<file path="src/rtl/alu_pkg.sv">
// rtl/alu_pkg.sv - shared ALU op-type encodings, widths and execution-unit state enum
package alu_pkg;

  localparam int DATA_W  = 64;
  localparam int SHAMT_W = $clog2(DATA_W);

  localparam logic [3:0] ALU_AND = 4'b0000;
  localparam logic [3:0] ALU_OR  = 4'b0001;
  localparam logic [3:0] ALU_ADD = 4'b0010;
  localparam logic [3:0] ALU_XOR = 4'b0011;
  localparam logic [3:0] ALU_SLL = 4'b0100;
  localparam logic [3:0] ALU_SRL = 4'b0101;
  localparam logic [3:0] ALU_SUB = 4'b0110;

  typedef enum logic [1:0] {
    ST_IDLE  = 2'd0,
    ST_SHIFT = 2'd1,
    ST_DONE  = 2'd2
  } alu_state_e;

endpackage

</file>
<file path="src/rtl/alu_iter_shifter.sv">
// rtl/alu_iter_shifter.sv - one-bit-per-cycle logical shifter holding accumulator, count and direction
module alu_iter_shifter
  import alu_pkg::*;
#(
  parameter int DATA_W  = alu_pkg::DATA_W,
  parameter int SHAMT_W = alu_pkg::SHAMT_W
) (
  input  logic              i_clk,
  input  logic              i_rst_n,
  input  logic              i_load,
  input  logic              i_step,
  input  logic              i_dir_right,
  input  logic [DATA_W-1:0] i_a,
  input  logic [SHAMT_W-1:0] i_shamt,
  output logic [DATA_W-1:0] o_acc_next,
  output logic              o_last
);

  logic [DATA_W-1:0]  acc_q, acc_d;
  logic [SHAMT_W-1:0] cnt_q, cnt_d;
  logic               dir_q, dir_d;

  assign o_acc_next = dir_q ? (acc_q >> 1) : (acc_q << 1);
  // The step taken while the count reads one produces the final value.
  assign o_last     = (cnt_q == SHAMT_W'(1));

  always_comb begin
    acc_d = acc_q;
    cnt_d = cnt_q;
    dir_d = dir_q;
    if (i_load) begin
      acc_d = i_a;
      cnt_d = i_shamt;
      dir_d = i_dir_right;
    end else if (i_step) begin
      acc_d = o_acc_next;
      cnt_d = cnt_q - SHAMT_W'(1);
    end
  end

  always_ff @(posedge i_clk) begin
    if (!i_rst_n) begin
      acc_q <= '0;
      cnt_q <= '0;
      dir_q <= 1'b0;
    end else begin
      acc_q <= acc_d;
      cnt_q <= cnt_d;
      dir_q <= dir_d;
    end
  end

endmodule

</file>
<file path="src/rtl/alu_exec_unit.sv">
// rtl/alu_exec_unit.sv - execution-stage ALU with single-cycle logic/arith and iterative shifts
module alu_exec_unit
  import alu_pkg::*;
#(
  parameter int DATA_W  = alu_pkg::DATA_W,
  parameter int SHAMT_W = alu_pkg::SHAMT_W
) (
  input  logic              i_clk,
  input  logic              i_rst_n,
  input  logic              i_valid,
  output logic              o_ready,
  input  logic [3:0]        i_ALU_Optype,
  input  logic [DATA_W-1:0] i_A,
  input  logic [DATA_W-1:0] i_B,
  output logic              o_valid,
  input  logic              i_ready,
  output logic [DATA_W-1:0] o_result,
  output logic              o_zero,
  output logic              o_illegal
);

  alu_state_e        state_q, state_d;
  logic [DATA_W-1:0] result_q, result_d;
  logic              zero_q, zero_d;
  logic              illegal_q, illegal_d;

  logic              sh_load, sh_step, sh_last;
  logic [DATA_W-1:0] sh_acc_next;
  logic [SHAMT_W-1:0] shamt;

  assign shamt = i_B[SHAMT_W-1:0];

  alu_iter_shifter #(
    .DATA_W (DATA_W),
    .SHAMT_W(SHAMT_W)
  ) u_shifter (
    .i_clk      (i_clk),
    .i_rst_n    (i_rst_n),
    .i_load     (sh_load),
    .i_step     (sh_step),
    .i_dir_right(i_ALU_Optype == ALU_SRL),
    .i_a        (i_A),
    .i_shamt    (shamt),
    .o_acc_next (sh_acc_next),
    .o_last     (sh_last)
  );

  always_comb begin
    state_d   = state_q;
    result_d  = result_q;
    zero_d    = zero_q;
    illegal_d = illegal_q;
    sh_load   = 1'b0;
    sh_step   = 1'b0;
    case (state_q)
      ST_IDLE: begin
        if (i_valid) begin
          illegal_d = 1'b0;
          state_d   = ST_DONE;
          case (i_ALU_Optype)
            ALU_AND: result_d = i_A & i_B;
            ALU_OR:  result_d = i_A | i_B;
            ALU_ADD: result_d = i_A + i_B;
            ALU_XOR: result_d = i_A ^ i_B;
            ALU_SUB: result_d = i_A - i_B;
            ALU_SLL, ALU_SRL: begin
              if (shamt == '0) begin
                result_d = i_A;
              end else begin
                sh_load = 1'b1;
                state_d = ST_SHIFT;
              end
            end
            default: begin
              result_d  = '0;
              illegal_d = 1'b1;
            end
          endcase
          zero_d = (result_d == '0);
        end
      end
      ST_SHIFT: begin
        sh_step = 1'b1;
        if (sh_last) begin
          result_d = sh_acc_next;
          zero_d   = (sh_acc_next == '0);
          state_d  = ST_DONE;
        end
      end
      ST_DONE: begin
        // Draining costs a cycle in IDLE before the next accept.
        if (i_ready) state_d = ST_IDLE;
      end
      default: state_d = ST_IDLE;
    endcase
  end

  always_ff @(posedge i_clk) begin
    if (!i_rst_n) begin
      state_q   <= ST_IDLE;
      result_q  <= '0;
      zero_q    <= 1'b0;
      illegal_q <= 1'b0;
    end else begin
      state_q   <= state_d;
      result_q  <= result_d;
      zero_q    <= zero_d;
      illegal_q <= illegal_d;
    end
  end

  assign o_ready   = (state_q == ST_IDLE);
  assign o_valid   = (state_q == ST_DONE);
  assign o_result  = result_q;
  assign o_zero    = zero_q;
  assign o_illegal = illegal_q;

endmodule

</file>
<file path="config.mk">
export PLATFORM = sky130hd
export DESIGN_NAME = alu_exec_unit
export DESIGN_NICKNAME = d
export VERILOG_FILES = /design/src/rtl/alu_pkg.sv /design/src/rtl/alu_iter_shifter.sv /design/src/rtl/alu_exec_unit.sv
export SDC_FILE = /design/constraint.sdc
export NUM_CORES = 1
export LEC_CHECK = 0
export CAP_MARGIN = 20
export CORE_UTILIZATION = 35
export CTS_BUF_LIST = sky130_fd_sc_hd__clkbuf_2
export DETAILED_ROUTE_END_ITERATION = 8
export SYNTH_ARGS = -nofsm -noshare
export SYNTH_HDL_FRONTEND = slang
export SYNTH_HIERARCHICAL = 1
export SYNTH_SLANG_ARGS = --single-unit
export TNS_END_PERCENT = 20
</file>
<file path="constraint.sdc">
create_clock -name i_clk -period 8.6 [get_ports i_clk]
set_clock_uncertainty 0.2 [all_clocks]
set_input_delay 1.29 -clock i_clk [delete_from_list [all_inputs] [get_ports i_clk]]
set_output_delay 1.29 -clock i_clk [all_outputs]
set_load 0.02 [all_outputs]
</file>
==> impl_metrics.ini <==
[logic_synthesis]
yosysSeqAreaShare_pct = 15.4
syn_avg_cell_area_um2 = 7.13
synthTopCellsByArea = dfxtp_1 (15%), ha_1 (13%), mux2i_1 (6.3%), a21oi_1 (6.3%), nor2_1 (5.4%)
synth_area_mm2 = 0.0180
netlist_instances = 2528
synth_edf_count = 0
yosysUniqueCellTypes = 81
ys_ff_latch = 139
synth_area_leader_cell = dfxtp_1
synth_nets = 2859
synth-async-reset-ratio_pct = 0
synth_top_area_share_pct = 15.4
synth_warnings = 6
ys.flop_type = dfxtp_1

[floorplanning]
die_w_um = 229
dieArea_mm2 = 0.0524
rows = 82
ios = 204
start_util_pct = 35.7
fp.dieH_um = 229
coreArea_mm2 = 0.0505

[setup_path]
slowest_stage = or4_1
cp_slowest_stage_delay_ns = 0.66
path_class = primary input to flip-flop
cp_max_fo = 7
critPathTopFamily = simple AND/OR/NAND/NOR gates
cp-start-kind = primary input
cp.required_ns = 9.16
crit_arrival_ns = 8.09
crit_path_cell_trace = clkdlybuf4s50_1 -> or4_1 -> or2_2 -> or3_1 -> nor2_1 -> nand2_1 -> or4_1 -> nand2_1 -> xnor2_1 -> ha_1 -> nand4_1 -> or3_1 -> a2111o_1 -> a31oi_1 -> nor4_1 -> a211o_1 -> a31oi_1 -> nand4_1 -> nor4_1 -> nand4_1 -> o41ai_2
path_buf_inv = 1
crit_path_frequent_cell = nand4_1
endpoint_kind = flip-flop

[routing]
viasPerCell = 6.25
num_vias = 20600
ant_nets = 0
wl_um = 85300
first_iter_violations = 3158
drc = 0
first_pass_iters = 6
avgRoutedWirePerCell_um = 25.9

[global_routing]
grt_pass1_vias = 18600
antenna_found_initial = 5
grt_usage_pct = 31.4
grt-ovfl-total = 0
grt_pass1_wl_um = 124000
grt_start_max_net_pins = 98

[cts]
cts_root_buf = clkbuf_2
clkLatencyLatePin_ns = 0.84
cts_sinks = 139
numCtsBuffers = 17
ctsHoldBuffers = 0
cts_tree = done
cts.htree.levels = 4
cts_resized = 0
cts_buffer_depth = 2
path_clk_slew_ns = 0.21
postCtsSetupBuffers = 0

[flow_run]
maxCapViolCount = 0

[sta]
fmax_mhz = 133
holdWs_ns = 0.310
max_slew_margin_pct = 23.1
finalSetupTns_ns = 0
rsz0062_at_grt = false
setup_viol_count_final = 0
period_minus_slack_ns = 7.53
slew_violations = 0
post-route-period-util_pct = 87.6
hold_violations = 0
tightest_slew_ns = 1.14

[power_and_ir_drop]
power.density_mw_per_mm2 = 109
irDropWorstVdd_mv = 0.0703
p_leak_nw = 8.32

[status]
run_status = complete, no violations

[layout]
drive_gt1_share_pct = 6.20
syn_to_final_growth_pct = 14.7
stdcell_count = 3292
final_nets = 2935

[placed_design]
finalWeightedCongestion = 1.03
dp_cells = 3257
dpl.hpwl_um = 66600
numPortBuffers = 203

[hold_path]
hold_path.class = flip-flop to flip-flop
==> kinds of logic after synthesis <==
kind of cell	synth area share (%)
fa+ha+maj	13.6
buf+inv	8.11
flops	15.4
compound gates	27.2
mux	10.4
simple gates	20.4
xor+xnor	4.86
==> path summary, 6_finish.rpt <==
check,start,to,slack (ns),cells past startpoint
worst max-delay path,i_B[13],o_zero,1.07,21
worst min register to register,o_result[60],o_result[60],0.31,2
worst max register to register,u_shifter/cnt_q[2],o_zero,3.58,15
worst min-delay path,o_result[60],o_result[60],0.31,2
==> layout make-up <==
| cell class | count | area (um^2) |
|---|---|---|
| fill | 5277 | 29800 |
| multi-input combinational | 2020 | 13800 |
| sequential | 139 | 2780 |
| timing repair buffer | 239 | 2290 |
| tap | 672 | 841 |
| inverter | 187 | 704 |
| clock inverter | 11 | 129 |
| clock buffer | 19 | 95.1 |
| antenna | 5 | 12.5 |
==> synthesized netlist by cell type, drive strengths merged (7+ instances only) <==
library cell    n
dfxtp         139
o31ai          18
a21oi         227
a211oi         53
or4            13
clkbuf        136
o22a           13
o41ai           7
nor4           34
nand3         103
nor2          259
a211o          16
buf            46
o311ai          7
ha            194
and2           13
inv           187
o21a           25
a21o           13
or3            23
mux2i         114
nor2b           8
o21ai         179
o211ai         25
and3           12
o21bai          8
a221oi          7
xor2           12
nor3           65
nand2         153
mux2           65
nand2b         20
xnor2          88
o22ai          38
nand4          45
a31oi          23
a22oi          60
==> report_power, final <==
group / internal, mW / total (mW) / switching, mW
Clock: 0.156 / 0.411 / 0.255
Sequential: 0.670 / 0.704 / 0.0339
Combinational: 0.398 / 1.14 / 0.740
Total: 1.23 / 2.25 / 1.03
==> per-layer routing <==
layer / share of wire (%) / global-route usage [%]
met1: 46 / 47.9
met3: 12 / 8.02
met2: 39 / 42.1
met4: 2.7 / 8.98
met5: 0 / 0
==> stage by stage <==
step           cell area, um^2  utilization (%)  worst slack (ns)  power [mW]
6_report                 20700             40.9              1.07        2.25
5_1_grt                  20700             40.9             0.776        2.36
4_1_cts                  20700             40.9              1.29        2.21
3_5_place_dp             20400             40.5             0.418        1.80
3_3_place_gp             20400             40.5             0.402        1.80
2_1_floorplan            18000                -              1.91        1.36
==> sequential cells by signal, summed over array words and instances, names as in the netlist <==
name and count:
o_illegal 1, o_result 64, o_zero 1, state_q 2, u_shifter/acc_q 64, u_shifter/cnt_q 6
u_shifter/dir_q 1
==> cells in the final DEF (no fill, tap or decap), drive strengths merged, types with 19 or more instances in the layout <==
master,instances
nor2,259
a21oi,227
clkdlybuf4s50,200
ha,194
inv,187
o21ai,179
nand2,153
dfxtp,139
mux2i,114
nand3,103
xnor2,88
mux2,65
nor3,65
a22oi,60
a211oi,53
nand4,45
buf,39
o22ai,38
nor4,34
o21a,25
o211ai,25
a31oi,23
or3,23
nand2b,20
clkbuf,19
==> worst min-delay path, cell delays in order (launching register included) <==
cell     delay (ns)
dfxtp_1        0.38
nand2_1        0.06
a21oi_1        0.05
(Power assumes the default switching activity.)
==> edit, RTL diff (same flow settings) <==
Set the package constant `DATA_W` to 32 (it was 64).
--- a/src/rtl/alu_pkg.sv
+++ b/src/rtl/alu_pkg.sv
@@ -1,7 +1,7 @@
 // rtl/alu_pkg.sv - shared ALU op-type encodings, widths and execution-unit state enum
 package alu_pkg;
 
-  localparam int DATA_W  = 64;
+  localparam int DATA_W  = 32;
   localparam int SHAMT_W = $clog2(DATA_W);
 
   localparam logic [3:0] ALU_AND = 4'b0000;
Interface: changed (resized i_A, i_B and o_result); port bits go from 204 to 108. The function was not compared with the original's and may differ.
==> edit against the unedited design <==
- routed wire length fell by 60%
- sequential share of layout area increased by 0.53 points
- synthesized cell count fell by 51%
- die area fell by 48%
- clock power is 43% lower
- first-iteration DRC count fell by 70%
- register-to-register slack improved by 1.0 ns
- worst setup slack improved by 0.91 ns
- cell area down 49%
- total power down 49%
- synthesized area down 49%
- non-clock buffer count down 115
- sequential cell count decreased by 65
- critical endpoint unchanged
==> edit: results (changes against the unedited design) <==
multi-input combinational area share=0.665 (-0.00341); routed wl met3=2420 um (-77%); register area share after synthesis=0.160 (+0.00540); met2 Use GR=0.428 (+0.00665); Leakage=0.00417 uW (-50%); vias in the first global route=9165 (-51%); crit path max-delay cell type=nor4_1; layout cell share with drive strength beyond 1=0.111 (+0.0491); WL final=34400 um (-60%); Detail Placement HPWL=26700 um (-60%); Tot GR Track Use=0.255 (-0.0591); Post-synth top cells=154 x nor2_1, 123 x a21oi_1, 99 x ha_1; number of I/O port buffers=107 (-47%); top cells by area, synth=dfxtp_1 16%, ha_1 13%, a21oi_1 6.6%; Adder-Cell Fraction of Synth Area=0.136 (about the same); initial antenna violation count=0 (-5); status=finished, final reports clean; largest vdd supply drop=0.0629 mV (-10%); Syn Inst Count=1232 (-51%); htree depth=3 (-1); number of distinct library cells after synthesis=79 (-2.5%); post-synthesis xor/xnor area fraction=0.0550 (+0.00634); Clock buffers and inverters, area share=0.0130 (+0.00216); CP max FO=8 (+1); number of synthesized register bits=74 (-47%); mux share of post-synthesis cell area=0.0874 (-0.0166); clk_lat worst skew=0.56 ns (-0.28 ns); number of buffers created by CTS=9 (-8); CTS clk-pin slew, worst paths=0.25 ns (+0.04 ns); Sw Share=0.421 (-0.0357); met1 Use GR=0.337 (-0.141); nonclk inv count=84 (-55%); first-pass GRT wire length=52900 um (-57%); sequential cell area share=0.140 (+0.00532); DRT met1 WL=14800 um (-63%); Non-clock buffers, area share=0.113 (+0.00194); Inserted Diodes=0 (-5); fin cells=1623 (-51%); sequential cell area=0.00148 mm2 (-47%); FILL cells=2753 (-48%); DR vias=9624 (-53%); WL met2=16200 um (-51%); non-clock buffer count=124 (-48%); largest net degree at the start of global routing=64 (-35%); min-delay worst type=reg -> reg; placement-stage cell area=0.0105 mm2 (-49%); Setup Buffers After CTS=0 (unchanged); top sig layer=met4; cell row count=59 (-28%); Post-Place Worst Slack=1.44 ns (+1.02 ns); DR pass1 iterations=5 (-1); initial drt markers=942 (-70%); Global Route met3 Usage=0.0266 (-0.0536); post-synthesis compound-gate area fraction=0.268 (-0.00376); comb_multi_in=991 (-51%); Syn Nets=1404 (-51%); CP peak stage delay=0.79 ns (+0.13 ns); final net count=1456 (-50%); placer congestion estimate=0.928 (-10%); Worst Tran Pin Value=1.05 ns (-0.0942 ns)
-- edit: cell types whose count changed after synthesis, moves of 44 or more --
cell and change:
o21ai_0 -130, mux2i_1 -77, nand3_1 -56, ha_1 -95, nand2_1 -80, clkbuf_1 -92, a21oi_1 -103, nor2_1 -105
inv_1 -105, dfxtp_1 -65, xnor2_1 -44, mux2_2 -62, a22oi_1 -60
-- edit: path summary, 6_finish.rpt --
path / from / to / slack (ns) / cells past startpoint
worst min-delay path: o_result[24] / o_result[24] / 0.31 / 2
worst min register to register: o_result[24] / o_result[24] / 0.31 / 2
worst max-delay path: i_B[2] / o_zero / 1.97 / 21
worst max register to register: u_shifter/cnt_q[0] / o_zero / 4.58 / 11
-- edit: power groups by stage --
stage                     Combinational, uW  Clock (uW)  Sequential [uW]
final                                   535         235              380
after CTS                               530         238              380
after global placement                  526           0              386
after global routing                    582         251              382
after floorplan                         336           0              389
after detailed placement                527           0              386
